==> src/rtl/itch_msg_decoder.sv <==
// itch_msg_decoder: ITCH 5.0 byte-stream decoder for MoldUDP64 message blocks.
//
// Decodes 'A' (add), 'F' (add with MPID, optional), 'D' (delete) and 'E' (executed) messages
// and skips every other type. Framing and format errors are counted.
//
// Ports
//   clkIn         single clock
//   rstIn         synchronous, active-high reset
//   dataIn        payload byte
//   validIn       dataIn valid this cycle; every valid byte is consumed
//   lastIn        with validIn: final byte of the UDP payload
//   addValidOut   1-cycle pulse: add order decoded
//   delValidOut   1-cycle pulse: order delete decoded
//   execValidOut  1-cycle pulse: order executed decoded
//   refNumOut     order reference number
//   locateOut     stock locate
//   priceOut      add: price; del/exec: 0
//   sharesOut     add: shares; exec: executed shares; del: 0
//   buySellOut    add: 1 = buy, 0 = sell; del/exec: 0
//   errCountOut   saturating error count
module itch_msg_decoder #(
    parameter bit ADD_MPID_EN   = 1'b1,
    parameter int ERR_CNT_WIDTH = 16
) (
    input  logic                     clkIn,
    input  logic                     rstIn,
    input  logic [7:0]               dataIn,
    input  logic                     validIn,
    input  logic                     lastIn,
    output logic                     addValidOut,
    output logic                     delValidOut,
    output logic                     execValidOut,
    output logic [63:0]              refNumOut,
    output logic [15:0]              locateOut,
    output logic [31:0]              priceOut,
    output logic [31:0]              sharesOut,
    output logic                     buySellOut,
    output logic [ERR_CNT_WIDTH-1:0] errCountOut
);
    typedef enum logic [1:0] {LEN_HI, LEN_LO, BODY} state_t;
    typedef enum logic [1:0] {K_SKIP, K_ADD, K_DEL, K_EXEC} kind_t;

    state_t                   state_q, state_d;
    kind_t                    kind_q, kind_d, type_kind, cur_kind;
    logic [15:0]              len_q, len_d, idx_q, idx_d;
    logic                     bad_q, bad_d;
    logic [63:0]              ref_acc_q, ref_acc_d;
    logic [15:0]              loc_acc_q, loc_acc_d;
    logic [31:0]              price_acc_q, price_acc_d;
    logic [31:0]              shares_acc_q, shares_acc_d;
    logic                     bs_acc_q, bs_acc_d;
    logic                     add_q, add_d, del_q, del_d, exec_q, exec_d;
    logic [63:0]              ref_q, ref_d;
    logic [15:0]              loc_q, loc_d;
    logic [31:0]              price_q, price_d, shares_q, shares_d;
    logic                     bs_q, bs_d;
    logic [ERR_CNT_WIDTH-1:0] err_q, err_d;
    logic                     known_type, err_inc, last_byte;

    always_comb begin
        state_d      = state_q;
        len_d        = len_q;
        idx_d        = idx_q;
        kind_d       = kind_q;
        bad_d        = bad_q;
        ref_acc_d    = ref_acc_q;
        loc_acc_d    = loc_acc_q;
        price_acc_d  = price_acc_q;
        shares_acc_d = shares_acc_q;
        bs_acc_d     = bs_acc_q;
        add_d        = 1'b0;
        del_d        = 1'b0;
        exec_d       = 1'b0;
        ref_d        = ref_q;
        loc_d        = loc_q;
        price_d      = price_q;
        shares_d     = shares_q;
        bs_d         = bs_q;
        err_inc      = 1'b0;
        // Type and length are only both known at body byte 0, where len_q is final
        known_type   = dataIn == 8'h41 || dataIn == 8'h44 || dataIn == 8'h45 ||
                       (ADD_MPID_EN && dataIn == 8'h46);
        type_kind    = (dataIn == 8'h41 && len_q == 16'd36) ||
                       (ADD_MPID_EN && dataIn == 8'h46 && len_q == 16'd40) ? K_ADD  :
                       (dataIn == 8'h44 && len_q == 16'd19)                 ? K_DEL  :
                       (dataIn == 8'h45 && len_q == 16'd31)                 ? K_EXEC : K_SKIP;
        cur_kind     = (idx_q == 16'd0) ? type_kind : kind_q;
        last_byte    = idx_q == len_q - 16'd1;
        if (validIn) begin
            case (state_q)
                LEN_HI: begin
                    len_d   = {dataIn, 8'h00};
                    state_d = LEN_LO;
                end
                LEN_LO: begin
                    len_d   = {len_q[15:8], dataIn};
                    idx_d   = 16'd0;
                    kind_d  = K_SKIP;
                    bad_d   = 1'b0;
                    err_inc = lastIn;
                    state_d = (lastIn || len_d == 16'd0) ? LEN_HI : BODY;
                end
                BODY: begin
                    if (idx_q == 16'd0) begin
                        kind_d = type_kind;
                        if (known_type && type_kind == K_SKIP) begin
                            bad_d   = 1'b1;
                            err_inc = 1'b1;
                        end
                    end
                    if (cur_kind != K_SKIP) begin
                        if (idx_q >= 16'd1 && idx_q <= 16'd2)
                            loc_acc_d = {loc_acc_q[7:0], dataIn};
                        if (idx_q >= 16'd11 && idx_q <= 16'd18)
                            ref_acc_d = {ref_acc_q[55:0], dataIn};
                    end
                    if (cur_kind == K_ADD) begin
                        if (idx_q >= 16'd20 && idx_q <= 16'd23)
                            shares_acc_d = {shares_acc_q[23:0], dataIn};
                        if (idx_q >= 16'd32 && idx_q <= 16'd35)
                            price_acc_d = {price_acc_q[23:0], dataIn};
                        if (idx_q == 16'd19) begin
                            bs_acc_d = dataIn == 8'h42;
                            if (dataIn != 8'h42 && dataIn != 8'h53) begin
                                bad_d   = 1'b1;
                                err_inc = 1'b1;
                            end
                        end
                    end
                    if (cur_kind == K_EXEC && idx_q >= 16'd19 && idx_q <= 16'd22)
                        shares_acc_d = {shares_acc_q[23:0], dataIn};
                    if (last_byte) begin
                        state_d = LEN_HI;
                        if (cur_kind != K_SKIP && !bad_d) begin
                            add_d    = cur_kind == K_ADD;
                            del_d    = cur_kind == K_DEL;
                            exec_d   = cur_kind == K_EXEC;
                            ref_d    = ref_acc_d;
                            loc_d    = loc_acc_d;
                            price_d  = cur_kind == K_ADD ? price_acc_d : 32'd0;
                            shares_d = cur_kind == K_DEL ? 32'd0 : shares_acc_d;
                            bs_d     = cur_kind == K_ADD && bs_acc_d;
                        end
                    end else if (lastIn) begin
                        // Truncated message; a message already counted as bad is not counted twice
                        state_d = LEN_HI;
                        if (!bad_d) err_inc = 1'b1;
                    end else begin
                        idx_d = idx_q + 16'd1;
                    end
                end
                default: state_d = LEN_HI;
            endcase
        end
        err_d = (err_inc && !(&err_q)) ? err_q + ERR_CNT_WIDTH'(1) : err_q;
    end

    always_ff @(posedge clkIn) begin
        if (rstIn) begin
            state_q      <= LEN_HI;
            len_q        <= '0;
            idx_q        <= '0;
            kind_q       <= K_SKIP;
            bad_q        <= 1'b0;
            ref_acc_q    <= '0;
            loc_acc_q    <= '0;
            price_acc_q  <= '0;
            shares_acc_q <= '0;
            bs_acc_q     <= 1'b0;
            add_q        <= 1'b0;
            del_q        <= 1'b0;
            exec_q       <= 1'b0;
            ref_q        <= '0;
            loc_q        <= '0;
            price_q      <= '0;
            shares_q     <= '0;
            bs_q         <= 1'b0;
            err_q        <= '0;
        end else begin
            state_q      <= state_d;
            len_q        <= len_d;
            idx_q        <= idx_d;
            kind_q       <= kind_d;
            bad_q        <= bad_d;
            ref_acc_q    <= ref_acc_d;
            loc_acc_q    <= loc_acc_d;
            price_acc_q  <= price_acc_d;
            shares_acc_q <= shares_acc_d;
            bs_acc_q     <= bs_acc_d;
            add_q        <= add_d;
            del_q        <= del_d;
            exec_q       <= exec_d;
            ref_q        <= ref_d;
            loc_q        <= loc_d;
            price_q      <= price_d;
            shares_q     <= shares_d;
            bs_q         <= bs_d;
            err_q        <= err_d;
        end
    end

    assign addValidOut  = add_q;
    assign delValidOut  = del_q;
    assign execValidOut = exec_q;
    assign refNumOut    = ref_q;
    assign locateOut    = loc_q;
    assign priceOut     = price_q;
    assign sharesOut    = shares_q;
    assign buySellOut   = bs_q;
    assign errCountOut  = err_q;
endmodule

==> config.mk <==
export PLATFORM = sky130hd
export DESIGN_NAME = itch_msg_decoder
export DESIGN_NICKNAME = d
export VERILOG_FILES = /design/src/rtl/itch_msg_decoder.sv
export SDC_FILE = /design/constraint.sdc
export NUM_CORES = 1
export LEC_CHECK = 0
export CAP_MARGIN = 10
export CORE_MARGIN = 10
export CORE_UTILIZATION = 51
export DETAILED_ROUTE_END_ITERATION = 10
export GPL_ROUTABILITY_DRIVEN = 0
export PLACE_DENSITY = 0.75
export SYNTH_ARGS = -nofsm -noshare
export SYNTH_HDL_FRONTEND = slang
export SYNTH_SLANG_ARGS = --single-unit
==> constraint.sdc <==
create_clock -name clkIn -period 3.4 [get_ports clkIn]
set_input_delay 0.34 -clock clkIn [delete_from_list [all_inputs] [get_ports clkIn]]
set_output_delay 0.34 -clock clkIn [all_outputs]
set_load 0.05 [all_outputs]
## Word-level counts from Yosys, hierarchy flattened

Cells that the tools add are included.
Widths: inputs -> output; s select.

- $add $sub $neg: 3
- Multipliers: 0
- Divide/modulo/power cells: 0
- $lt $le $gt $ge: 10
- Equality and inequality tests: 21
- Shift-type cells: 0
- Mux-type cells: 46
- Bitwise logic cells: 5
- Reductions and logical operators: 38

Operators with widths:

| cell | number |
|---|---|
| $mux 32 | 7 |
| $mux 64 | 2 |
| $mux 16 | 4 |
| $pmux 16 s2 | 2 |
| $eq 16x5->1 const B | 3 |
| $le 16x5->1 const B | 3 |
| $eq 8x7->1 const B | 5 |
| $add 16x1->16 const B | 2 |
| $eq 16x6->1 const B | 2 |
| $ge 16x5->1 const B | 2 |
| $logic_not 16->1 | 2 |
| $mux 1 | 20 |
| $eq 16x16->1 | 1 |
| $ge 16x1->1 const B | 1 |
| $ge 16x4->1 const B | 1 |
| $ge 16x6->1 const B | 1 |
| $le 16x2->1 const B | 1 |
| $le 16x6->1 const B | 1 |
| $ne 8x7->1 const B | 2 |
| $reduce_and 16->1 | 1 |
| $sub 16x1->16 const B | 1 |
| $logic_and 1x1->1 | 15 |
| $mux 2 | 7 |
| $reduce_and 2->1 | 4 |
| 15 further kinds | 33 |

- Register bits: 346
- Latch bits: 0
- Bits in writable memories: 0
- ROM bits: 0
- Logic and storage cells: 143
- Memories: 0

## Logic depth before layout (Yosys ltp)

- Depth in word-level cells: 20
- Mapped depth: 12
- Mapped depth without buffers: 10

## Worst setup path after synthesis

No wires, ideal clock.

- Path type: flip-flop to flip-flop
- Start point: register len_q[0]
- End point: register err_q[0], in the netlist errCountOut[0]
- Arrival: 3292 ps
- Required time: 3279 ps
- Slack: -13 ps
- Stages on the path, launching flop included: 10
- Buffers on the path: 1
- Period minus slack after synthesis: 3413 ps
- Cells stage by stage: dfxtp_1 or4_4 or4_4 or4_4 a32o_1 or4_4 a21oi_4 buf_6 a21oi_4 mux2_4

- Cells in the longest elaborated chain, start to end: 20
- Elaborated cells on any way between the ends: 36

Ends and longest elaborated chain:

| item | RTL line | text |
|---|---|---|
| start, declared | 45 | `logic [15:0] len_q, len_d, idx_q, idx_d;` |
| start signal, assigned | 181 | `len_q <= len_d;` |
| $eq 16x5->1 | 86 | `(dataIn == 8'h45 && len_q == 16'd31) ? K_EXEC : K_SKIP;` |
| $logic_and 1x1->1 | 86 |  |
| $mux 2 | 86 |  |
| $mux 2 | 85 | `(dataIn == 8'h44 && len_q == 16'd19) ? K_DEL :` |
| $mux 2 | 84 | `(ADD_MPID_EN && dataIn == 8'h46 && len_q == 16'd40) ? K_ADD :` |
| $logic_not 2->1 | 106 | `if (known_type && type_kind == K_SKIP) begin` |
| $logic_and 1x1->1 | 106 |  |
| $mux 1 | 106 |  |
| [... 4 more ...] | - |  |
| $mux 1 | 90 | `case (state_q)` |
| $mux 1 | 89 | `if (validIn) begin` |
| $mux 1 | 147 | `if (!bad_d) err_inc = 1'b1;` |
| $mux 1 | 144 | `end else if (lastIn) begin` |
| $mux 1 (*) | 132 | `if (last_byte) begin` |
| $pmux 1 s2 (*) | 90 |  |
| $mux 1 (*) | 89 |  |
| $logic_and 1x1->1 (*) | 155 | `err_d = (err_inc && !(&err_q)) ? err_q + ERR_CNT_WIDTH'(1) : err_q;` |
| end signal, assigned | 198 | `err_q <= err_d;` |
| end, declared | 57 | `logic [ERR_CNT_WIDTH-1:0] err_q, err_d;` |

Mark *: on every way between the ends. The rest lies on a longest branch, timed or not. The select of a mux whose other input is x is not followed.
A chain may end at the register's enable or synchronous reset.

## Worst setup path in the final report

- Start point: register len_q[3]
- End point: register err_q[13], in the netlist errCountOut[13]

Same word-level chain as after synthesis.

==> results.sh <==
export IMPL_syn_area_per_cell_sq_um=8.91
export IMPL_critPathCapture="errCountOut[13]$_SDFFE_PP0P_"
export IMPL_synthTopCellsByArea="dfxtp_1, mux2i_1, nand2_1, mux2_2, a21oi_1"
export IMPL_drc=0
export IMPL_required_ps=3800
export IMPL_critPathKind="reg -> reg"
export IMPL_clock_latency_ps=530
export IMPL_setup_viol=0
export IMPL_syn_num_nets=1738
export IMPL_portBuffers=175
export IMPL_final_antenna_net_count=0
export IMPL_status="completed"
export IMPL_path_clk_slew_ps=60
export IMPL_dieArea_sq_um=37200
export IMPL_syn_inst=1713
export IMPL_dpl_cell_count=2227
export IMPL_place_hpwl_um=28200
export IMPL_final_min_clock_period_ps=3310
export IMPL_worstMarginPinSlew_ps=829
export IMPL_cts_tree="done"
export IMPL_routed_wl_um=42300
export IMPL_synth_top_area_frac=0.454
export IMPL_maxSlewHeadroom=0.447
export IMPL_cp_max_fo=4
export IMPL_core_area_sq_um=29600
export IMPL_root_buffer="clkbuf_16"
export IMPL_grt_pass1_wl_um=66300
export IMPL_antenna_found_initial=0
export IMPL_start_util=0.516
export IMPL_ys_seq_elements=346
export IMPL_slew_viol_final=0
export IMPL_powerDensity_nw_per_um2=438
export IMPL_overflow=0
export IMPL_viasPerCell=5.73
export IMPL_ys_flop_type="dfxtp_1"
export IMPL_p_leak_nw=7.11
export IMPL_worstSetupEndpointType="flop"
export IMPL_hold_viol=0
export IMPL_hold_class="in -> reg"
export IMPL_tns_ps=0
export IMPL_timing_final_crit_share=0.973
export IMPL_yosys_warnings=0
export IMPL_peakVddDrop_mv=0.347
export IMPL_ys_seq_area_frac=0.454
export IMPL_synth_top_cell_by_area="dfxtp_1"
export IMPL_worstSetupStartpoint="len_q[3]$_SDFFE_PP0P_"
export IMPL_die_width_um=193
export IMPL_synth_enable_flop_cells=0
export IMPL_die_h_um=193
export IMPL_fin_cells=2299
export IMPL_firstDrtPassIters=5
export IMPL_synth_commonest_cells="dfxtp_1, nand2_1, a21oi_1, nor2_1, mux2i_1"
export IMPL_cts_hold_repair_buffers=0
export IMPL_drt_iter0_markers=1002
export IMPL_grt_util_all_layers=0.216
export IMPL_nNetsFinal=1908
export IMPL_antennaDiodeCount=0
export IMPL_reg2regPathDepth=12
export IMPL_io_pins=176
export IMPL_r2r_start="len_q[3]$_SDFFE_PP0P_"
export IMPL_drive_gt1_frac=0.144
export IMPL_clk_path_buf_depth=3
export IMPL_syn_to_final_growth_pct=26.2
export IMPL_grt_pass1_vias=12600
export IMPL_tritoncts_num_buffers=36
export IMPL_critPathLaunchType="flop"
export IMPL_netlist_area_sq_um=15300
export IMPL_r2r_end="errCountOut[13]$_SDFFE_PP0P_"
export IMPL_grt_max_degree=121
export IMPL_finalClockSkew_ps=19.2
export IMPL_synth_most_common_cell="dfxtp_1"
export IMPL_cts_sinks=346
export IMPL_fmax_mhz=302
export IMPL_vias=13200
export IMPL_crit_arrival_ps=3710
export IMPL_n_fill_cell=2344
export IMPL_wire_per_inst_um=18.4
export IMPL_maxCapViolCount=0
export IMPL_htreeDepth=2
export IMPL_rrSetupSlack_ps=90
export IMPL_rows=63
export IMPL_synth_async_reset_ratio=0
export IMPL_yosysUniqueCellTypes=60
export IMPL_power_mw=8.44
-- worst min path at each step --
stage / start / end / slack [ps] / cells past startpoint
2_1_floorplan: loc_acc_q[10]$_SDFFE_PP0P_ / loc_acc_q[10]$_SDFFE_PP0P_ / 430 / 2
3_3_place_gp: loc_acc_q[8]$_SDFFE_PP0P_ / loc_acc_q[8]$_SDFFE_PP0P_ / 430 / 2
3_5_place_dp: refNumOut[42]$_SDFFE_PP0N_ / refNumOut[42]$_SDFFE_PP0N_ / 440 / 2
4_1_cts: rstIn / len_q[8]$_SDFFE_PP0P_ / 450 / 2
5_1_grt: refNumOut[38]$_SDFFE_PP0N_ / refNumOut[38]$_SDFFE_PP0N_ / 470 / 2
6_report: rstIn / len_q[8]$_SDFFE_PP0P_ / 440 / 2
-- critical path: stages, from the launching register on --
cell and delay [ps]:
dfxtp_1 310, or4_4 530, buf_4 160, or2_4 240, buf_4 140, xnor2_1 140
nand4_1 180, buf_4 200, or4_4 570, a21oi_4 250, buf_6 140, nor4_1 50
mux2_2 280
-- state kept, by name (all words and copies together), names as in the netlist, 16 cells and up --
name / cells
idx_q: 16
ref_acc_q: 64
errCountOut: 16
len_q: 16
refNumOut: 64
priceOut: 32
shares_acc_q: 32
sharesOut: 32
price_acc_q: 32
loc_acc_q: 16
locateOut: 16
-- routing by layer --
metal / vias to the layer above / wire (um) / track usage
met4: 0 / 847 / 0.0604
met3: 67 / 2890 / 0.0437
met5: - / 0 / 0
met1: 6318 / 18500 / 0.287
li1: 6367 / - / -
met2: 420 / 20000 / 0.348
-- power breakdown --
part	internal, mW	switching, mW
Combinational	0.141	0.249
Sequential	4.06	0.0159
Clock	2.38	1.59
Total	6.59	1.85
-- kinds of logic after synthesis --
logic type               Yosys count  share of synthesized area
AO/OA/AOI/OAI                    332                      0.141
XOR/XNOR                          22                     0.0126
adder cells (fa/ha/maj)           13                     0.0107
buffers and inverters            151                     0.0394
flip-flops                       346                      0.454
multiplexers                     222                      0.153
AND/OR/NAND/NOR                  627                      0.189
-- layout make-up --
| cell class | count | area [sq um] | area share |
|---|---|---|---|
| repair buffers | 265 | 2710 | 0.141 |
| flip-flops and latches | 346 | 6930 | 0.360 |
| clock inverters | 6 | 91.3 | 0.00475 |
| multi-input cells | 1216 | 7860 | 0.408 |
| inverters | 18 | 67.6 | 0.00351 |
| clock buffers | 58 | 1100 | 0.0574 |
| well taps | 390 | 488 | 0.0254 |
-- through the flow --
stage	instance area, sq um	worst slack, ps	hold WS [ps]	utilization
after global routing	19200	-21.0	468	0.651
after CTS	19100	19.8	450	0.647
final	19200	92.9	440	0.651
after global placement	17900	-257	434	0.605
after detailed placement	17900	-360	442	0.605
after floorplan	15300	28.4	428	-
-- cells in the final DEF, fill, tap and decap left out, drive strengths merged, types with 6 or more instances in the layout --
cell type      Yosys  layout
buf               18      89
and3              16      16
or3               14      14
a21oi            174     174
a22oi             33      33
o21ai              8       8
nand2            300     300
clkbuf           115      60
mux2i            136     136
nor3              18      18
nand2b             9       9
o2bb2ai           64      64
o31ai             10      10
nand4             14      14
clkdlybuf4s50      0     174
nor4b              6       6
ha                13      13
inv               18      21
dfxtp            346     346
nor2             138     138
nor2b              8       8
and2               7       7
or4               20      20
xnor2             13      13
nor4              12      12
nand3             34      34
nor3b              9       9
o211ai            12      12
mux2              86      86
xor2               9       9
-- timing repair --
action	CTS	global route
setup endpoints to repair	40	166
hold endpoints to repair	0	0
gates resized for setup	5	19
pin swaps	2	11
buffers inserted	4	3
gates cloned	0	1
(Power assumes the default switching activity.)
